`src/rtl/approx_add_pipe_if.sv`:
```
// Operand/result stream bundle for approx_add_pipe: valid/ready on both sides.
interface approx_add_pipe_if #(
  parameter int WIDTH = 8
);
  logic             in_valid;
  logic             in_ready;
  logic [WIDTH-1:0] in_a;
  logic [WIDTH-1:0] in_b;
  logic [1:0]       in_mode;
  logic             out_valid;
  logic             out_ready;
  logic [WIDTH:0]   out_sum;
  logic [WIDTH:0]   out_err;

  modport master (
    output in_valid, in_a, in_b, in_mode, out_ready,
    input  in_ready, out_valid, out_sum, out_err
  );

  modport slave (
    input  in_valid, in_a, in_b, in_mode, out_ready,
    output in_ready, out_valid, out_sum, out_err
  );
endinterface

```
`src/rtl/approx_add_pipe.sv`:
```
// Pipelined WIDTH-bit approximate adder (exact/LOA/truncate/copy) with error statistics.
// Latency 2 cycles, 1 beat/cycle.
// Backpressure: a stage advances only into an empty or draining stage; in_ready is combinational from out_ready.
module approx_add_pipe #(
  parameter int WIDTH = 8,
  parameter int K     = 4,
  parameter int ACC_W = 24
) (
  input  logic               clk,
  input  logic               rst_n,
  approx_add_pipe_if.slave   io,
  input  logic               stats_clr,
  output logic [WIDTH:0]     err_max,
  output logic [ACC_W-1:0]   err_sum,
  output logic [ACC_W-1:0]   n_samples
);
  localparam int KC = (K > 0) ? K - 1 : 0;
  localparam int SW = ((ACC_W > WIDTH + 1) ? ACC_W : WIDTH + 1) + 1;
  localparam logic [WIDTH:0] LO_MASK = {(WIDTH + 1){1'b1}} >> (WIDTH + 1 - K);
  localparam logic [SW-1:0]  ACC_MAX = {{(SW - ACC_W){1'b0}}, {ACC_W{1'b1}}};

  logic [1:0]       rst_sync;
  logic             s1_full, s2_full;
  logic [WIDTH-1:0] s1_a, s1_b;
  logic [1:0]       s1_mode;
  logic [WIDTH:0]   s2_sum, s2_err;
  logic             in_fire, s2_adv, out_fire;

  // Release of rst_n takes effect only after two clean edges.
  always_ff @(posedge clk or negedge rst_n) begin
    if (!rst_n) rst_sync <= '0;
    else        rst_sync <= {rst_sync[0], 1'b1};
  end

  assign io.in_ready  = rst_sync[1] && (!s1_full || !s2_full || io.out_ready);
  assign in_fire      = io.in_valid && io.in_ready;
  assign s2_adv       = s1_full && (!s2_full || io.out_ready);
  assign out_fire     = s2_full && io.out_ready;
  assign io.out_valid = s2_full;
  assign io.out_sum   = s2_sum;
  assign io.out_err   = s2_err;

  logic [WIDTH:0] a_ext, b_ext, exact, approx, hi_sum, lo_bits, err;
  logic           cin;

  always_comb begin
    a_ext   = {1'b0, s1_a};
    b_ext   = {1'b0, s1_b};
    exact   = a_ext + b_ext;
    cin     = 1'b0;
    lo_bits = '0;
    case (s1_mode)
      2'b01: begin
        lo_bits = (a_ext | b_ext) & LO_MASK;
        cin     = (K > 0) && s1_a[KC] && s1_b[KC];
      end
      2'b11:   lo_bits = a_ext & LO_MASK;
      default: lo_bits = '0;
    endcase
    // Upper part is a plain add of the bits above K; with K=WIDTH it reduces to cin.
    hi_sum = (a_ext >> K) + (b_ext >> K) + {{WIDTH{1'b0}}, cin};
    approx = (s1_mode == 2'b00) ? exact : ((hi_sum << K) | lo_bits);
    err    = (exact >= approx) ? exact - approx : approx - exact;
  end

  always_ff @(posedge clk or negedge rst_n) begin
    if (!rst_n) begin
      s1_full <= 1'b0;
      s1_a    <= '0;
      s1_b    <= '0;
      s1_mode <= '0;
      s2_full <= 1'b0;
      s2_sum  <= '0;
      s2_err  <= '0;
    end else begin
      if (in_fire) begin
        s1_full <= 1'b1;
        s1_a    <= io.in_a;
        s1_b    <= io.in_b;
        s1_mode <= io.in_mode;
      end else if (s2_adv) begin
        s1_full <= 1'b0;
      end
      if (s2_adv) begin
        s2_full <= 1'b1;
        s2_sum  <= approx;
        s2_err  <= err;
      end else if (out_fire) begin
        s2_full <= 1'b0;
      end
    end
  end

  logic [SW-1:0] sum_next, cnt_next;

  // A clear coinciding with a handshake restarts the statistics from this beat.
  always_comb begin
    sum_next = (stats_clr ? '0 : SW'(err_sum)) + SW'(s2_err);
    cnt_next = (stats_clr ? '0 : SW'(n_samples)) + SW'(1);
    if (sum_next > ACC_MAX) sum_next = ACC_MAX;
    if (cnt_next > ACC_MAX) cnt_next = ACC_MAX;
  end

  always_ff @(posedge clk or negedge rst_n) begin
    if (!rst_n) begin
      err_max   <= '0;
      err_sum   <= '0;
      n_samples <= '0;
    end else if (out_fire) begin
      err_max   <= (stats_clr || s2_err > err_max) ? s2_err : err_max;
      err_sum   <= sum_next[ACC_W-1:0];
      n_samples <= cnt_next[ACC_W-1:0];
    end else if (stats_clr) begin
      err_max   <= '0;
      err_sum   <= '0;
      n_samples <= '0;
    end
  end
endmodule

```
`src/flat_wrapper.sv`:
```
// flat-port wrapper written by rule: the top's interface ports become plain ports
module approx_add_pipe_flat 
#(
  parameter int WIDTH = 8,
  parameter int K     = 4,
  parameter int ACC_W = 24
)
  (clk, rst_n, stats_clr, err_max, err_sum, n_samples, io_in_valid, io_in_a, io_in_b, io_in_mode, io_out_ready, io_in_ready, io_out_valid, io_out_sum, io_out_err);
  approx_add_pipe_if #(.WIDTH(WIDTH)) io_i ();
  input  logic clk;
  input  logic rst_n;
  input  logic stats_clr;
  output logic [WIDTH:0] err_max;
  output logic [ACC_W-1:0] err_sum;
  output logic [ACC_W-1:0] n_samples;
  input wire logic [$bits(io_i.in_valid)-1:0] io_in_valid;
  input wire logic [$bits(io_i.in_a)-1:0] io_in_a;
  input wire logic [$bits(io_i.in_b)-1:0] io_in_b;
  input wire logic [$bits(io_i.in_mode)-1:0] io_in_mode;
  input wire logic [$bits(io_i.out_ready)-1:0] io_out_ready;
  output wire logic [$bits(io_i.in_ready)-1:0] io_in_ready;
  output wire logic [$bits(io_i.out_valid)-1:0] io_out_valid;
  output wire logic [$bits(io_i.out_sum)-1:0] io_out_sum;
  output wire logic [$bits(io_i.out_err)-1:0] io_out_err;
  assign io_i.in_valid = io_in_valid;
  assign io_i.in_a = io_in_a;
  assign io_i.in_b = io_in_b;
  assign io_i.in_mode = io_in_mode;
  assign io_i.out_ready = io_out_ready;
  assign io_in_ready = io_i.in_ready;
  assign io_out_valid = io_i.out_valid;
  assign io_out_sum = io_i.out_sum;
  assign io_out_err = io_i.out_err;
  approx_add_pipe #(.WIDTH(WIDTH), .K(K), .ACC_W(ACC_W)) u_core (.clk(clk), .rst_n(rst_n), .io(io_i), .stats_clr(stats_clr), .err_max(err_max), .err_sum(err_sum), .n_samples(n_samples));
endmodule
```
`config.mk`:
```
export PLATFORM = sky130hd
export DESIGN_NAME = approx_add_pipe_flat
export DESIGN_NICKNAME = d
export VERILOG_FILES = /design/src/rtl/approx_add_pipe_if.sv /design/src/rtl/approx_add_pipe.sv /design/src/flat_wrapper.sv
export SDC_FILE = /design/constraint.sdc
export NUM_CORES = 1
export LEC_CHECK = 0
export CAP_MARGIN = 0
export CORE_MARGIN = 2
export CORE_UTILIZATION = 38
export CTS_BUF_LIST = sky130_fd_sc_hd__clkbuf_8
export DETAILED_ROUTE_END_ITERATION = 8
export PLACE_DENSITY = 0.57
export SYNTH_ARGS = -nofsm -noshare
export SYNTH_HDL_FRONTEND = slang
export SYNTH_SLANG_ARGS = --single-unit
export TNS_END_PERCENT = 10
```
`constraint.sdc`:
```
create_clock -name clk -period 13 [get_ports clk]
set_clock_uncertainty 0.1 [all_clocks]
set_input_delay 2.6 -clock clk [delete_from_list [all_inputs] [get_ports clk]]
set_output_delay 2.6 -clock clk [all_outputs]
set_load 0.01 [all_outputs]
```
==> impl_metrics.csv, run 1 <==
group,metric,value,unit
pwr,ir_drop,0.09748,mV
synth,syn_nets,864,
synth,synthArstFlopShare,1.000,
routing,viasPerCell,5.306,
synth,postSynthAreaPerCell,8.706,um^2
cells_and_area,layout.nets,950,
setup_path,cp_num_buf_inv,2,
setup_path,critPathRequiredTime,10300,ps
clock_network,cts_hold_buf,0,
setup_path,critical-path-max-stage-delay,560,ps
pwr,p_per_area,165.2,nW/um^2
pwr,p_leak,3.533,nW
clock_network,clk_latency,390,ps
outcome,status,"completed",
cells_and_area,layout_commonest_cell,"clkdlybuf4s50_1",
synth,netlist_area,6843,um^2
synth,synth_top_area_frac,0.3547,
synth,synth_ff_type,"dfrtp_1",
routing,dr.pass1.iters,5,
synth,synthCells,786,
global_routing,grt_max_degree,56,
setup_path,crit_chain,"clkdlybuf4s50_1 > nand3b_1 > and2_1 > clkdlybuf4s50_1",
clock_network,cts_tree,"built",
global_routing,grt_pass1_wl,28.91,mm
floorplanning,fp.dieW,138.2,um
cells_and_area,area_delta_synth_final,19.84,%
routing,ant_nets,0,
global_routing,grt_pass1_vias,5587,
timing,worst_pin_slew,1105,ps
cells_and_area,fin_area,8200,um^2
synth,synth_cell_types,70,
routing,drt_wl_total,17.46,mm
clock_network,cts_buffers,9,
synth,yosysWarningCount,0,
setup_path,critPathTopFamily,"buffers and inverters",
global_routing,grt_overflow,0,
place,dpl.hpwl,12.76,mm
clock_network,clk_pin_slew_worst_paths,90,ps
synth,synth_edf_count,0,
cells_and_area,layout_common_cells,"98 x clkdlybuf4s50_1, 97 x dfrtp_1, 86 x nand2_1",
timing,max_freq,148.9,MHz
synth,synth_top_area_cell,"dfrtp_1",
synth,ys_seq_elements,97,
synth,synth_area_leaders,"dfrtp_1 35%, ha_1 9.0%, nand2_1 4.7%",
floorplanning,core,17840,um^2
routing,drcViolationCount,0,
place,io_buffer_count,99,
floorplanning,num_rows,49,
floorplanning,start_util,0.3835,
timing,setup_viol,0,
floorplanning,dieArea,19100,um^2
setup_path,cp.arrival,4020,ps
place,placed_cell_area,8038,um^2
routing,num_vias,5863,
clock_network,cts_root_buf,"clkbuf_8",
timing,max_slew_margin,0.2587,
setup_path,crit_fanout,4,
floorplanning,fp.dieH,138.2,um
timing,hold_viol,0,
flow_run,drv_cap,0,
cells_and_area,utilization,0.4596,
clock_network,cts.sink_count,97,
setup_path,end_kind,"output port",
floorplanning,num_io_pins,100,
hold_path,hold_path_class,"reg2reg",
setup_path,worst_path_most_repeated_cell,"clkdlybuf4s50_1",
timing,min_period_over_period,0.5168,
place,gp_congestion,0.8822,
synth,yosysSeqAreaShare,0.3547,
timing,fin_tns_setup,0,ps
setup_path,path_class,"in2out",
routing,wl_per_cell,15.80,um
clock_network,clockBufferDepth,2,
setup_path,start_kind,"input port",
clock_network,cts_resized,0,
cells_and_area,drive_gt1_frac,0.06279,
timing,period_minus_slack,6718,ps
timing,slew_violations,0,
global_routing,antenna_found_initial,0,
setup_path,slowest_stage,"clkdlybuf4s50_1",
cells_and_area,antenna_cells,0,
clock_network,h-tree-depth,3,
global_routing,grt.total_usage,0.1847,
timing,rsz0062_at_grt,"no",
routing,drtIter0Drc,349,
clock_network,post_cts.repair.setup_buffers,0,
[final timing paths]
kind,from,endpoint,slack (ps),cells past startpoint
worst min-delay path,u_core.rst_sync[0],u_core.rst_sync[1],260,0
max in group asynchronous,rst_n,u_core.io.out_sum[7],9560,2
worst max register to register,u_core.s1_b[1],u_core.io.out_err[6],8170,19
min in group asynchronous,rst_n,u_core.err_sum[2],2100,1
worst min register to register,u_core.rst_sync[0],u_core.rst_sync[1],260,0
worst max-delay path,io_out_ready,io_in_ready,6280,4
[layout make-up]
class | instances | area, um^2
clock inverter | 5 | 25.02
tap | 229 | 286.5
fill | 1764 | 9641
clock buffer | 10 | 137.6
timing repair buffer | 104 | 1026
inverter | 61 | 229.0
multi-input combinational | 599 | 4069
sequential | 97 | 2427
[synth_stat cells (all sizes together) (6+ instances only)]
master,number
o21a,7
inv,61
xnor2,21
a21oi,40
a21o,7
or3,8
ha,49
o31ai,6
nand3,31
xor2,16
nand4,12
and3,10
nor4,7
fa,6
mux2i,18
a31oi,20
nor3,19
and2,9
nor2b,25
dfrtp,97
nand3b,6
clkbuf,25
mux2,22
nand2b,7
nand2,86
nor2,55
o21ai,59
[flip-flops by register name, indices dropped and copies added (netlist names)]
register	count
u_core.io.out_err	9
u_core.s1_b	8
u_core.rst_sync	2
u_core.err_max	9
u_core.s1_full	1
u_core.err_sum	24
u_core.n_samples	24
u_core.s1_mode	2
u_core.s1_a	8
u_core.io.out_sum	9
u_core.io.out_valid	1
[routing by layer]
layer | vias to the layer above | wire (um) | GRT usage | part of all wire
met3 | 16 | 865 | 0.03914 | 0.050
met1 | 2750 | 8098 | 0.2473 | 0.46
met4 | 0 | 261 | 0.05156 | 0.015
li1 | 2930 | - | - | -
met2 | 167 | 8234 | 0.3041 | 0.47
met5 | - | 0 | 0 | 0
[worst register-to-register path: stages (launching register included)]
cell and delay, ps:
dfrtp_1 390, inv_1 90, ha_1 290, a21o_1 180, a21oi_1 220, o21ai_0 140
a2111oi_0 410, o21ai_0 170, a21oi_1 190, xor2_1 270, ha_1 370, nand4_1 160
o21ai_0 100, nor3_1 380, o31ai_1 150, buf_4 210, mux2i_1 140, a21bo_2 280
a2111o_1 420, nand3_1 70
[cell families (layout without fill, tap and decap cells)]
kind of cell,after synthesis,in the layout,synth area share
and+or+nand+nor,292,292,0.2180
AOI/OAI and AO/OA,174,174,0.1591
DFF,97,97,0.3547
buffers and inverters,90,180,0.05065
adders and majority gates,55,55,0.1072
muxes,40,40,0.06253
xor gates and xnor gates,37,37,0.04736
other,1,1,0.0005480
[where the power goes]
| group | total [mW] | internal (mW) | switching, mW | leakage [nW] |
|---|---|---|---|---|
| logic | 0.764 | 0.353 | 0.411 | 2.18 |
| clock network | 0.181 | 0.0719 | 0.110 | 0.0905 |
| registers | 0.409 | 0.352 | 0.0572 | 1.26 |
| total | 1.35 | 0.776 | 0.578 | 3.53 |
[stage by stage]
| stage | instances | setup slack (ps) | power, mW | hold WS [ps] |
|---|---|---|---|---|
| final | 1105 | 6282 | 1.354 | 263.1 |
| after global routing | 1105 | 6151 | 1.487 | 271.6 |
| after CTS | 1105 | 6274 | 1.372 | 266.0 |
| after detailed placement | 1090 | 6057 | 1.182 | 243.5 |
| after global placement | 1090 | 6114 | 1.182 | 233.1 |
| after floorplan | 786 | 7361 | 0.9418 | 231.2 |
Note: power is estimated with default switching activity, not from simulation.
==> run 2, diff against run 1 <==
--- a/config.mk
+++ b/config.mk
@@ -10,7 +10,7 @@
 export CORE_UTILIZATION = 38
 export CTS_BUF_LIST = sky130_fd_sc_hd__clkbuf_8
 export DETAILED_ROUTE_END_ITERATION = 8
-export PLACE_DENSITY = 0.57
+export PLACE_DENSITY = 0.6
 export SYNTH_ARGS = -nofsm -noshare
 export SYNTH_HDL_FRONTEND = slang
 export SYNTH_SLANG_ARGS = --single-unit
==> constraint.sdc (replaced) <==
create_clock -name clk -period 5.6 [get_ports clk]
set_clock_uncertainty 0.1 [all_clocks]
set_input_delay 1.12 -clock clk [delete_from_list [all_inputs] [get_ports clk]]
set_output_delay 1.12 -clock clk [all_outputs]
set_load 0.01 [all_outputs]
==> impl_metrics.csv, run 2 (synthesized netlist as in run 1, its figures left out) <==
group,metric,value,unit
setup_path,worst_path_most_repeated_cell,"o21ai_0",
global_routing,grt.total_usage,0.1861,
hold_path,hold_depth,0,
outcome,status,"completed",
global_routing,grt_overflow,0,
timing,worst_pin_slew,1050,ps
hold_path,hold_end,"u_core.rst_sync[1]",
routing,ant_nets,0,
global_routing,grt_pass1_vias,5793,
cells_and_area,area_delta_synth_final,20.55,%
global_routing,grt_max_degree,52,
setup_path,crit_fanout,11,
floorplanning,start_util,0.3835,
setup_path,slowest_stage,"a2111oi_0",
global_routing,met1_usage,0.2515,
clock_network,post_cts.repair.setup_buffers,0,
cells_and_area,fin_area,8249,um^2
timing,hold_viol,0,
global_routing,grt_pass1_wl,29.27,mm
place,placed_cell_area,8053,um^2
pwr,ir_drop,0.2009,mV
floorplanning,fp.dieW,138.2,um
timing,period_minus_slack,4789,ps
global_routing,gr-usage-met3,0.03706,
timing,min_period_over_period,0.8552,
floorplanning,dieArea,19100,um^2
timing,slew_violations,0,
setup_path,cp.arrival,5020,ps
hold_path,min-delay-start,"u_core.rst_sync[0]",
hold_path,hold_path_class,"reg2reg",
clock_network,cts_hold_buf,0,
timing,max_freq,208.8,MHz
global_routing,antenna_found_initial,0,
routing,drt_wl_total,17.21,mm
place,gp_congestion,0.8822,
floorplanning,core,17840,um^2
global_routing,busiest_layer,"met2",
setup_path,crit_chain,"inv_1 > ha_1 > a21o_1 > a21oi_1 > o21ai_0 > a2111oi_0 > o21ai_0 > a21oi_1 > xor2_1 > ha_1 > nand4_1 > o21ai_0 > nor3_1 > o31ai_1 > buf_4 > mux2i_1 > a21bo_2 > a2111o_1 > nand3_1",
routing,num_vias,5894,
cells_and_area,drive_gt1_frac,0.06492,
clock_network,clk_latency,390,ps
setup_path,critPathTopFamily,"compound AO/OA/AOI/OAI gates",
cells_and_area,antenna_cells,0,
setup_path,critPathRequiredTime,5830,ps
setup_path,end_kind,"flop",
routing,drtIter0Drc,373,
clock_network,cts_tree,"built",
routing,wl_per_cell,15.54,um
cells_and_area,layout_commonest_cell,"clkdlybuf4s50_1",
cells_and_area,reg_top3,"u_core.err_sum: 24 flops, u_core.n_samples: 24 flops",
timing,rsz0062_at_grt,"no",
clock_network,cts.sink_count,97,
setup_path,r2r_start,"u_core.s1_a[1]",
global_routing,met2_usage,0.3061,
routing,dr.pass1.iters,5,
place,io_buffer_count,99,
clock_network,h-tree-depth,3,
place,dpl.hpwl,12.83,mm
setup_path,critical-path-max-stage-delay,440,ps
cells_and_area,layout.nets,952,
clock_network,cts_resized,0,
setup_path,start_kind,"flop",
timing,max_slew_margin,0.2956,
cells_and_area,layout_common_cells,"98 x clkdlybuf4s50_1, 97 x dfrtp_1, 86 x nand2_1",
pwr,p_per_area,387.7,nW/um^2
flow_run,drv_cap,0,
floorplanning,num_io_pins,100,
timing,fin_tns_setup,0,ps
clock_network,cts_root_buf,"clkbuf_8",
floorplanning,num_rows,49,
clock_network,cts_buffers,9,
clock_network,clk_pin_slew_worst_paths,100,ps
clock_network,clockBufferDepth,2,
timing,setup_viol,0,
setup_path,r2r_cells,19,
floorplanning,fp.dieH,138.2,um
pwr,p_leak,3.557,nW
routing,viasPerCell,5.324,
setup_path,r2r_end,"u_core.io.out_err[6]",
setup_path,path_class,"reg2reg",
routing,drcViolationCount,0,
setup_path,cp_num_buf_inv,2,
setup_path,ff2ff_setup_slack,810,ps
[run 2: cell count changes in the layout (fill, tap and decap cells not counted), sizes merged]
cell | before | now
bufinv | 0 | 1
buf | 6 | 8
clkinv | 2 | 0
clkbuf | 10 | 11
[run 2: how the worst max path moves through the flow]
stage	start	end	slack (ps)	cells past startpoint
after floorplan	u_core.s1_mode[0]	u_core.io.out_err[8]	1320	17
after global placement	stats_clr	u_core.n_samples[11]	760	12
after detailed placement	stats_clr	u_core.n_samples[16]	720	12
after CTS	u_core.s1_a[1]	u_core.io.out_err[6]	830	19
after global routing	u_core.s1_a[1]	u_core.io.out_err[6]	180	19
final	u_core.s1_a[1]	u_core.io.out_err[6]	810	19
[run 2: power by group]
part	switching (mW)	total [mW]	leakage, nW	internal (mW)
logic	0.949	1.77	2.19	0.819
clock network	0.252	0.478	0.104	0.226
registers	0.135	0.952	1.26	0.817
total	1.34	3.20	3.56	1.86
[run 2: per-layer routing]
metal | part of all wire | routed length, um
met5 | 0 | 0
met4 | 0.014 | 243
met2 | 0.47 | 8129
met3 | 0.046 | 787
met1 | 0.47 | 8045
[run 2: metrics by stage]
step	setup WS [ps]	hold slack, ps	std cells	power (mW)	util
floorplan	1317	231.2	786	2.186	-
global placement	758.7	232.6	1092	2.720	0.4514
detailed placement	723.6	235.8	1092	2.732	0.4514
CTS	826.7	257.8	1107	3.222	0.4624
global route	175.3	280.5	1107	3.504	0.4624
finish	810.7	254.1	1107	3.198	0.4624
[run 2: cell type report]
| type | count | area (um^2) |
|---|---|---|
| Sequential cell | 97 | 2427 |
| Clock inverter | 4 | 45.04 |
| Clock buffer | 11 | 151.4 |
| Timing Repair Buffer | 106 | 1041 |
| Inverter | 61 | 229.0 |
| Tap cell | 229 | 286.5 |
| Fill cell | 1753 | 9592 |
| Multi-Input combinational cell | 599 | 4069 |
==> run 3, diff against run 2 <==
--- a/config.mk
+++ b/config.mk
@@ -11,6 +11,7 @@
 export CTS_BUF_LIST = sky130_fd_sc_hd__clkbuf_8
 export DETAILED_ROUTE_END_ITERATION = 8
 export PLACE_DENSITY = 0.6
+export SETUP_SLACK_MARGIN = 0.02
 export SYNTH_ARGS = -nofsm -noshare
 export SYNTH_HDL_FRONTEND = slang
 export SYNTH_SLANG_ARGS = --single-unit
==> results of run 3 <==
Same layout as run 2: the final DEF is identical, and so are final timing and power.
==> RTL edit, RTL diff (config.mk and constraints of run 3) <==
`WIDTH` is set to 8 in 3 places; all go to 12.
--- a/src/rtl/approx_add_pipe_if.sv
+++ b/src/rtl/approx_add_pipe_if.sv
@@ -1,6 +1,6 @@
 // Operand/result stream bundle for approx_add_pipe: valid/ready on both sides.
 interface approx_add_pipe_if #(
-  parameter int WIDTH = 8
+  parameter int WIDTH = 12
 );
   logic             in_valid;
   logic             in_ready;
--- a/src/rtl/approx_add_pipe.sv
+++ b/src/rtl/approx_add_pipe.sv
@@ -2,7 +2,7 @@
 // Latency 2 cycles, 1 beat/cycle.
 // Backpressure: a stage advances only into an empty or draining stage; in_ready is combinational from out_ready.
 module approx_add_pipe #(
-  parameter int WIDTH = 8,
+  parameter int WIDTH = 12,
   parameter int K     = 4,
   parameter int ACC_W = 24
 ) (
--- a/src/flat_wrapper.sv
+++ b/src/flat_wrapper.sv
@@ -1,7 +1,7 @@
 // flat-port wrapper written by rule: the top's interface ports become plain ports
 module approx_add_pipe_flat 
 #(
-  parameter int WIDTH = 8,
+  parameter int WIDTH = 12,
   parameter int K     = 4,
   parameter int ACC_W = 24
 )
Ports: changed (5 resized); port bits go from 100 to 120. The function was not compared with the original's and may differ.
==> RTL edit against run 3 <==
Routed wire length increased by 20%; worst hold slack improved by 1.3 ps; final area increased by 23%; critical path depth increased by 2; setup slack got worse by 17 ps; critical path type unchanged; die area increased by 21%; synthesized area increased by 22%; power increased by 52%; sequential share of layout area decreased by 0.61 points; sequential cell count increased by 20; maximum frequency decreased by 0.35%; highest routed layer unchanged.
==> RTL edit: results (changes against run 3) <==
Run status
  – Outcome: finished clean (unchanged)

Placed design
  – DP HPWL: 15500 microns (was 12800 microns)
  – Place WS: 843 ps (was 724 ps)
  – Gpl congestion: 0.871 (was 0.882)
  – Port Buffers: 119 (was 99)

Finish
  – Seq Cell Count: 117 (was 97)
  – Multi-input gates: 689 (was 599)
  – Final layout net count: 1129 (was 952)
  – Signal inverters: 71 (was 61)
  – Register Area: 2930 sq um (was 2430 sq um)
  – Design area: 10200 sq um (was 8250 sq um)
  – Fillers: 2073 (was 1753)
  – Layout cells sized above 1: 9.85% (was 6.49%)

Drt
  – Final wirelength: 20600 microns (was 17200 microns)
  – Routed len/inst: 15.7 microns (was 15.5 microns)
  – Detailed Route Iter0 Violations: 265 (was 373)
  – Vias: 6883 (was 5894)

Die
  – # Taps: 280 (was 229)

Critical path
  – Max FO, Critical Path: 14 (was 11)
  – Reg2reg end: u_core.io.out_err[9] (was u_core.io.out_err[6])
  – Data arrival, critical path: 5060 ps (was 5020 ps)
  – R2R cell count: 21 (was 19)

Synthesis
  – Post-Syn Area per Cell: 9.09 sq um (was 8.71 sq um)
  – Syn Nets: 1022 (was 864)
  – Sequential area share after synthesis: 35.2% (was 35.5%)
  – Area contributors post-synth: dfrtp_1 (35%), ha_1 (10%), nand2_1 (4.6%) (was dfrtp_1 (35%), ha_1 (9.0%), nand2_1 (4.7%))
  – Synth cell count leaders: dfrtp_1 (117), nand2_1 (101), inv_1 (70) (was dfrtp_1 (97), nand2_1 (86), inv_1 (60))

Power
  – Peak VDD IR: 0.203 mV (was 0.201 mV)
  – Total leakage power: 0.00458 uW (was 0.00356 uW)
  – Part of the power in registers: 24.9% (was 29.8%)
  – Int Power: 2770 uW (was 1860 uW)

Global route
  – Pin count of the biggest net entering global routing: 44 (was 52)
  – First-pass GRT wire length: 35000 microns (was 29300 microns)

Clock tree
  – Worst skew pair latency: 450 ps (was 390 ps)

STA
  – Tmin final: 4810 ps (was 4790 ps)
  – Worst-Margin Slew: 1110 ps (was 1050 ps)
==> RTL edit: cell count changes after synthesis, moves of 9 or more <==
cell and change:
inv_1 +10, dfrtp_1 +20, nand2_1 +15, nor2_1 -14, mux2_2 +10, xor2_1 +11
a21o_1 +15, ha_1 +20, o21ai_0 +9
==> RTL edit: routing by layer <==
layer / track usage, % / vias up / wire length (microns)
met5: 0 / - / 0
met4: 5.21 / 0 / 358
met3: 4.08 / 23 / 984
met2: 30.0 / 164 / 9600
met1: 24.7 / 3263 / 9690
li1: - / 3433 / -
==> RTL edit: cell families (layout without fill, tap and decap cells) <==
family                     count (synthesis)  in the layout  share of synthesized area [%]
and+or+nand+nor                          295            295                           18.8
AOI/OAI and AO/OA                        212            212                           16.3
DFF                                      117            117                           35.2
buffers and inverters                    110            230                           5.41
adders and majority gates                 75             75                           11.8
xor gates and xnor gates                  55             55                           5.79
muxes                                     51             51                           6.61
other                                      1              1                         0.0450
